File: src/rtl/bus_cmp_pkg.sv
// Shared types and constants for the bus compare sampler.
// Imported by the sampler top and its helpers.
package bus_cmp_pkg;

    localparam int unsigned DEF_WIDTH          = 8;
    localparam int unsigned DEF_MISMATCH_LIMIT = 3;
    localparam int unsigned DEF_CNT_WIDTH      = 16;
    localparam int unsigned RUN_W              = 4;

    typedef enum logic [1:0] {
        ST_IDLE    = 2'd0,
        ST_CAPTURE = 2'd1,
        ST_UPDATE  = 2'd2
    } state_e;

endpackage

File: src/rtl/bus_compare_sampler_edge_detect_rise.sv
// Rising-edge detector: one delayed copy of the input.
// Reusable for any divider strobe output.
module edge_detect_rise (
    input  logic clk,
    input  logic rst,
    input  logic sig,
    output logic rise
);

    logic sig_d;
    logic sig_q;

    always_comb begin
        sig_d = sig;
    end

    always_ff @(posedge clk) begin
        if (rst) begin
            sig_q <= 1'b0;
        end else begin
            sig_q <= sig_d;
        end
    end

    assign rise = sig & ~sig_q;

endmodule

File: src/rtl/bus_compare_sampler.sv
// Captures two buses on each clkPls rising edge, compares them and
// tracks mismatch runs, a sticky alarm and a saturating error count.
module bus_compare_sampler
    import bus_cmp_pkg::*;
#(
    parameter int unsigned WIDTH          = DEF_WIDTH,
    parameter int unsigned MISMATCH_LIMIT = DEF_MISMATCH_LIMIT,
    parameter int unsigned CNT_WIDTH      = DEF_CNT_WIDTH
) (
    input  logic                 clk,
    input  logic                 rst,
    input  logic                 clkPls,
    input  logic [WIDTH-1:0]     busA,
    input  logic [WIDTH-1:0]     busB,
    input  logic                 clearAlarm,
    output logic                 sampleValid,
    output logic [WIDTH-1:0]     diffMask,
    output logic                 mismatch,
    output logic [RUN_W-1:0]     runLen,
    output logic                 alarm,
    output logic [CNT_WIDTH-1:0] errCount
);

    localparam logic [RUN_W-1:0] LIMIT = RUN_W'(MISMATCH_LIMIT);

    logic plsEdge;

    state_e               state_d,    state_q;
    logic [WIDTH-1:0]     capA_d,     capA_q;
    logic [WIDTH-1:0]     capB_d,     capB_q;
    logic [WIDTH-1:0]     diffMask_d, diffMask_q;
    logic                 mismatch_d, mismatch_q;
    logic [RUN_W-1:0]     runLen_d,   runLen_q;
    logic                 alarm_d,    alarm_q;
    logic [CNT_WIDTH-1:0] errCount_d, errCount_q;

    logic [RUN_W-1:0]     run_next;

    edge_detect_rise u_edge (
        .clk  (clk),
        .rst  (rst),
        .sig  (clkPls),
        .rise (plsEdge)
    );

    // Saturating run length; LIMIT is at most 15 so no wrap inside RUN_W.
    assign run_next = (runLen_q >= LIMIT) ? LIMIT : runLen_q + RUN_W'(1);

    always_comb begin
        state_d    = state_q;
        capA_d     = capA_q;
        capB_d     = capB_q;
        diffMask_d = diffMask_q;
        mismatch_d = mismatch_q;
        runLen_d   = runLen_q;
        errCount_d = errCount_q;
        alarm_d    = clearAlarm ? 1'b0 : alarm_q;

        unique case (state_q)
            ST_IDLE: begin
                if (plsEdge) begin
                    capA_d  = busA;
                    capB_d  = busB;
                    state_d = ST_CAPTURE;
                end
            end
            ST_CAPTURE: begin
                diffMask_d = capA_q ^ capB_q;
                state_d    = ST_UPDATE;
            end
            ST_UPDATE: begin
                if (diffMask_q != '0) begin
                    mismatch_d = 1'b1;
                    runLen_d   = run_next;
                    if (!(&errCount_q)) begin
                        errCount_d = errCount_q + CNT_WIDTH'(1);
                    end
                    // A set in this cycle overrides a concurrent clear.
                    if (run_next == LIMIT) begin
                        alarm_d = 1'b1;
                    end
                end else begin
                    mismatch_d = 1'b0;
                    runLen_d   = '0;
                end
                state_d = ST_IDLE;
            end
            default: begin
                state_d = ST_IDLE;
            end
        endcase
    end

    always_ff @(posedge clk) begin
        if (rst) begin
            state_q    <= ST_IDLE;
            capA_q     <= '0;
            capB_q     <= '0;
            diffMask_q <= '0;
            mismatch_q <= 1'b0;
            runLen_q   <= '0;
            alarm_q    <= 1'b0;
            errCount_q <= '0;
        end else begin
            state_q    <= state_d;
            capA_q     <= capA_d;
            capB_q     <= capB_d;
            diffMask_q <= diffMask_d;
            mismatch_q <= mismatch_d;
            runLen_q   <= runLen_d;
            alarm_q    <= alarm_d;
            errCount_q <= errCount_d;
        end
    end

    assign sampleValid = (state_q == ST_UPDATE);
    assign diffMask    = diffMask_q;
    assign mismatch    = mismatch_q;
    assign runLen      = runLen_q;
    assign alarm       = alarm_q;
    assign errCount    = errCount_q;

endmodule
File: config.mk
export PLATFORM = sky130hd
export DESIGN_NAME = bus_compare_sampler
export DESIGN_NICKNAME = d
export VERILOG_FILES = /design/src/rtl/bus_cmp_pkg.sv /design/src/rtl/bus_compare_sampler_edge_detect_rise.sv /design/src/rtl/bus_compare_sampler.sv
export SDC_FILE = /design/constraint.sdc
export NUM_CORES = 1
export LEC_CHECK = 0
export BUFFER_PORTS_ARGS = -buffer_cell sky130_fd_sc_hd__buf_2
export CORE_ASPECT_RATIO = 0.75
export CORE_UTILIZATION = 52
export CTS_CLUSTER_DIAMETER = 30
export CTS_CLUSTER_SIZE = 40
export DETAILED_ROUTE_END_ITERATION = 12
export PLACE_DENSITY = 0.89
export SETUP_SLACK_MARGIN = 0.05
export SLEW_MARGIN = 0
export SYNTH_ARGS = -nofsm -noshare
export SYNTH_HDL_FRONTEND = slang
export SYNTH_SLANG_ARGS = --single-unit
File: constraint.sdc
create_clock -name clk -period 2.3 [get_ports clk]
set_clock_uncertainty 0.05 [all_clocks]
set_input_delay 0.23 -clock clk [delete_from_list [all_inputs] [get_ports clk]]
set_output_delay 0.23 -clock clk [all_outputs]
set_load 0.05 [all_outputs]
==> flow_summary_export.csv <==
group,metric,value,unit
run_status,outcome,"finished, final reports clean",
global_route,grt_overflow,0,
synth,avgSynthCellArea,8.73,sq um
global_route,grt_pass1_wl,7500,um
synth,synthTopCellsByArea,"dfxtp_1 46%, nand2_1 7.0%, a21oi_1 6.6%",
cts,cts_tree,"built",
synth,yosys_warnings,0,
synth,netlist_instances,244,
synth,yosysSeqAreaShare,46.0,%
setup_path,cp.required,2.46,ns
cts,htree_levels,2,
setup_path,startpoint_type,"register",
synth,synth_fp_nets,266,
finish,drive_above_1_share,25.3,%
setup_path,timing.rr.end,"errCount[15]",
cts,cts_resized,0,
route,ant_nets,0,
route,drt-wirelength-per-cell,13.0,um
synth,syn_area,0.00213,sq mm
cts,numCtsBuffers,5,
setup_path,crit_path_cell_trace,"ha_1 > and4_1 > nor4bb_2 > buf_4 > nor4_1 > mux2_1",
finish,post-route-util,66.6,%
setup_path,cp_slowest_cell,"dfxtp_2",
route,vias,1869,
synth,synth_area_leader_cell,"dfxtp_1",
cts,clock_latency,0.32,ns
cts,cts_buffer_depth,2,
route,drtPass1Iterations,4,
synth,ys_top_cells_by_count,"49 x dfxtp_1, 40 x nand2_1, 28 x a21oi_1",
cts,cts_setup_buffers,0,
setup_path,critPathMaxStageDelay,0.35,ns
timing,hold_viol_final,0,
synth,netlist-cell-type-count,41,
timing,max_freq,0.490,GHz
setup_path,critPathMaxFanout,14,
global_route,grt_pass1_vias,1636,
synth,synth_top_area_share,46.0,%
hold_path,hp-class,"in2reg",
timing,tns,0,ns
finish,area_delta_synth_final,18.1,%
setup_path,crit_path_end_kind,"register",
floorplanning,die_h,57.4,um
placed_design,io_buffers,50,
flow_run,max_cap_viol_count,0,
cts,cts_num_sinks,49,
power,ir_drop,0.396,mV
global_route,grtUsageTotal,22.1,%
floorplanning,core_area,0.00378,sq mm
finish,n_antenna_cell,0,
cts,cts_root_buf,"clkbuf_8",
global_route,grt_max_degree,31,
route,wl,4500,um
timing,tightest_slew,0.538,ns
cts,path_clk_slew,0.10,ns
synth,yosysMostFrequentCell,"dfxtp_1",
setup_path,worst-setup-path-type,"reg2reg",
floorplanning,dieArea,0.00436,sq mm
floorplanning,fp.dieW,75.9,um
placed_design,globalplace.congestion,0.819,
floorplanning,row_count,19,
route,vias_per_cell,5.42,
timing,fin_crit,2.04,ns
setup_path,worstSetupEndpoint,"errCount[15]",
hold_path,worstHoldStart,"busB[6]",
power,powerDensity,648,mW/mm^2
timing,rsz0062_at_grt,"false",
timing,setup_violations,0,
floorplanning,start_util,56.4,%
setup_path,reg2reg_depth,6,
synth,synth_edf_count,0,
route,post-route-drc-count,0,
synth,ys_ff_latch,49,
cts,postCtsHoldBufs,0,
timing,slew_viol_final,0,
finish,nNetsFinal,314,
timing,relSlewSlack,64.1,%
setup_path,startpoint,"errCount[0]",
synth,ys.flop_type,"dfxtp_1",
global_route,antenna_found_initial,0,
placed_design,hpwlAfterDp,3250,um
setup_path,cp.arrival,2.20,ns
timing,min_period_over_period,88.8,%
power,p_leak,0.998,nW
setup_path,r2r-start,"errCount[0]",
floorplanning,num_io_pins,51,
setup_path,rrSetupSlack,0.26,ns
route,drt-initial-drc-count,87,
synth,ys_async_sr_fraction,0,%
[state kept, by name, indices dropped and copies added (netlist names)]
name	flops
errCount	16
capA_q	8
capB_q	8
diffMask	8
runLen	4
state_q	2
alarm	1
mismatch	1
u_edge.sig_q	1
[where the power goes]
group / switching (mW) / internal (mW) / leakage [nW]
logic: 0.129 / 0.0691 / 0.553
registers: 0.0230 / 0.879 / 0.400
clock network: 0.312 / 0.220 / 0.0447
total: 0.464 / 1.17 / 0.998
[per-stage QoR]
stage	instances	setup WS, ns	instance area (sq um)	hold WS (ns)	power (mW)
4_1_cts	345	0.277	2520	0.0787	1.64
6_report	345	0.257	2520	0.0816	1.63
3_5_place_dp	337	0.293	2420	0.410	1.12
3_3_place_gp	337	0.366	2420	0.404	1.12
5_1_grt	345	0.0940	2520	0.0804	1.71
2_1_floorplan	244	0.148	2130	0.308	1.07
[placed cells by master, fill, tap and decap left out, drive strengths merged, types with 4 or more instances in the layout]
cell    synthesis  routed
nand3           4       4
nor2b           9       9
o31ai           5       5
a21oi          28      28
buf             4      55
nand2          40      40
mux2            6       6
a211oi          8       8
nor4            6       6
xnor2           8       8
or4             9       9
inv             5       6
o21ai           6       6
dfxtp          49      49
nand4           4       4
nor2           19      19
clkbuf         10       5
[cell families after synthesis]
family                   count (synthesis)  share of synthesized area (%)
buffers and inverters                   19                           4.11
XOR/XNOR                                 8                           3.29
AO/OA/AOI/OAI                           52                           15.3
AND/OR/NAND/NOR                        108                           26.8
multiplexers                             6                           3.35
adder cells (fa/ha/maj)                  2                           1.17
flip-flops                              49                           46.0
[critical path: cells and delay by family, from the launching register on]
kind / cells / cell delay [ns]
DFF: 1 / 0.35
and+or+nand+nor: 3 / 0.77
adders and majority gates: 1 / 0.22
muxes: 1 / 0.35
buffers and inverters: 1 / 0.19
[worst min-delay path by stage]
stage                     depth (start not counted)            to  slack [ns]
after global routing                              3     capA_q[1]        0.08
after global placement                            2      mismatch        0.40
after floorplan                                   1  u_edge.sig_q        0.31
final                                             3     capB_q[6]        0.08
after detailed placement                          2     capA_q[0]        0.41
after CTS                                         3     capA_q[2]        0.08
[layout make-up]
| class | count | area [sq um] |
|---|---|---|
| Tap cell | 52 | 65.1 |
| Inverter | 5 | 18.8 |
| Multi-Input combinational cell | 176 | 1070 |
| Clock inverter | 3 | 25.0 |
| Fill cell | 308 | 1260 |
| Sequential cell | 49 | 983 |
| Clock buffer | 5 | 68.8 |
| Timing Repair Buffer | 55 | 288 |
[routing by layer]
layer  routed length (um)  vias up  global-route usage [%]
li1                     -      955                       -
met1                 2250      860                    30.2
met2                 1950       46                    33.6
met3                  231        8                    4.64
met4                   72        0                    10.7
met5                    0        -                       0
Power figures use the tool's default switching activity.
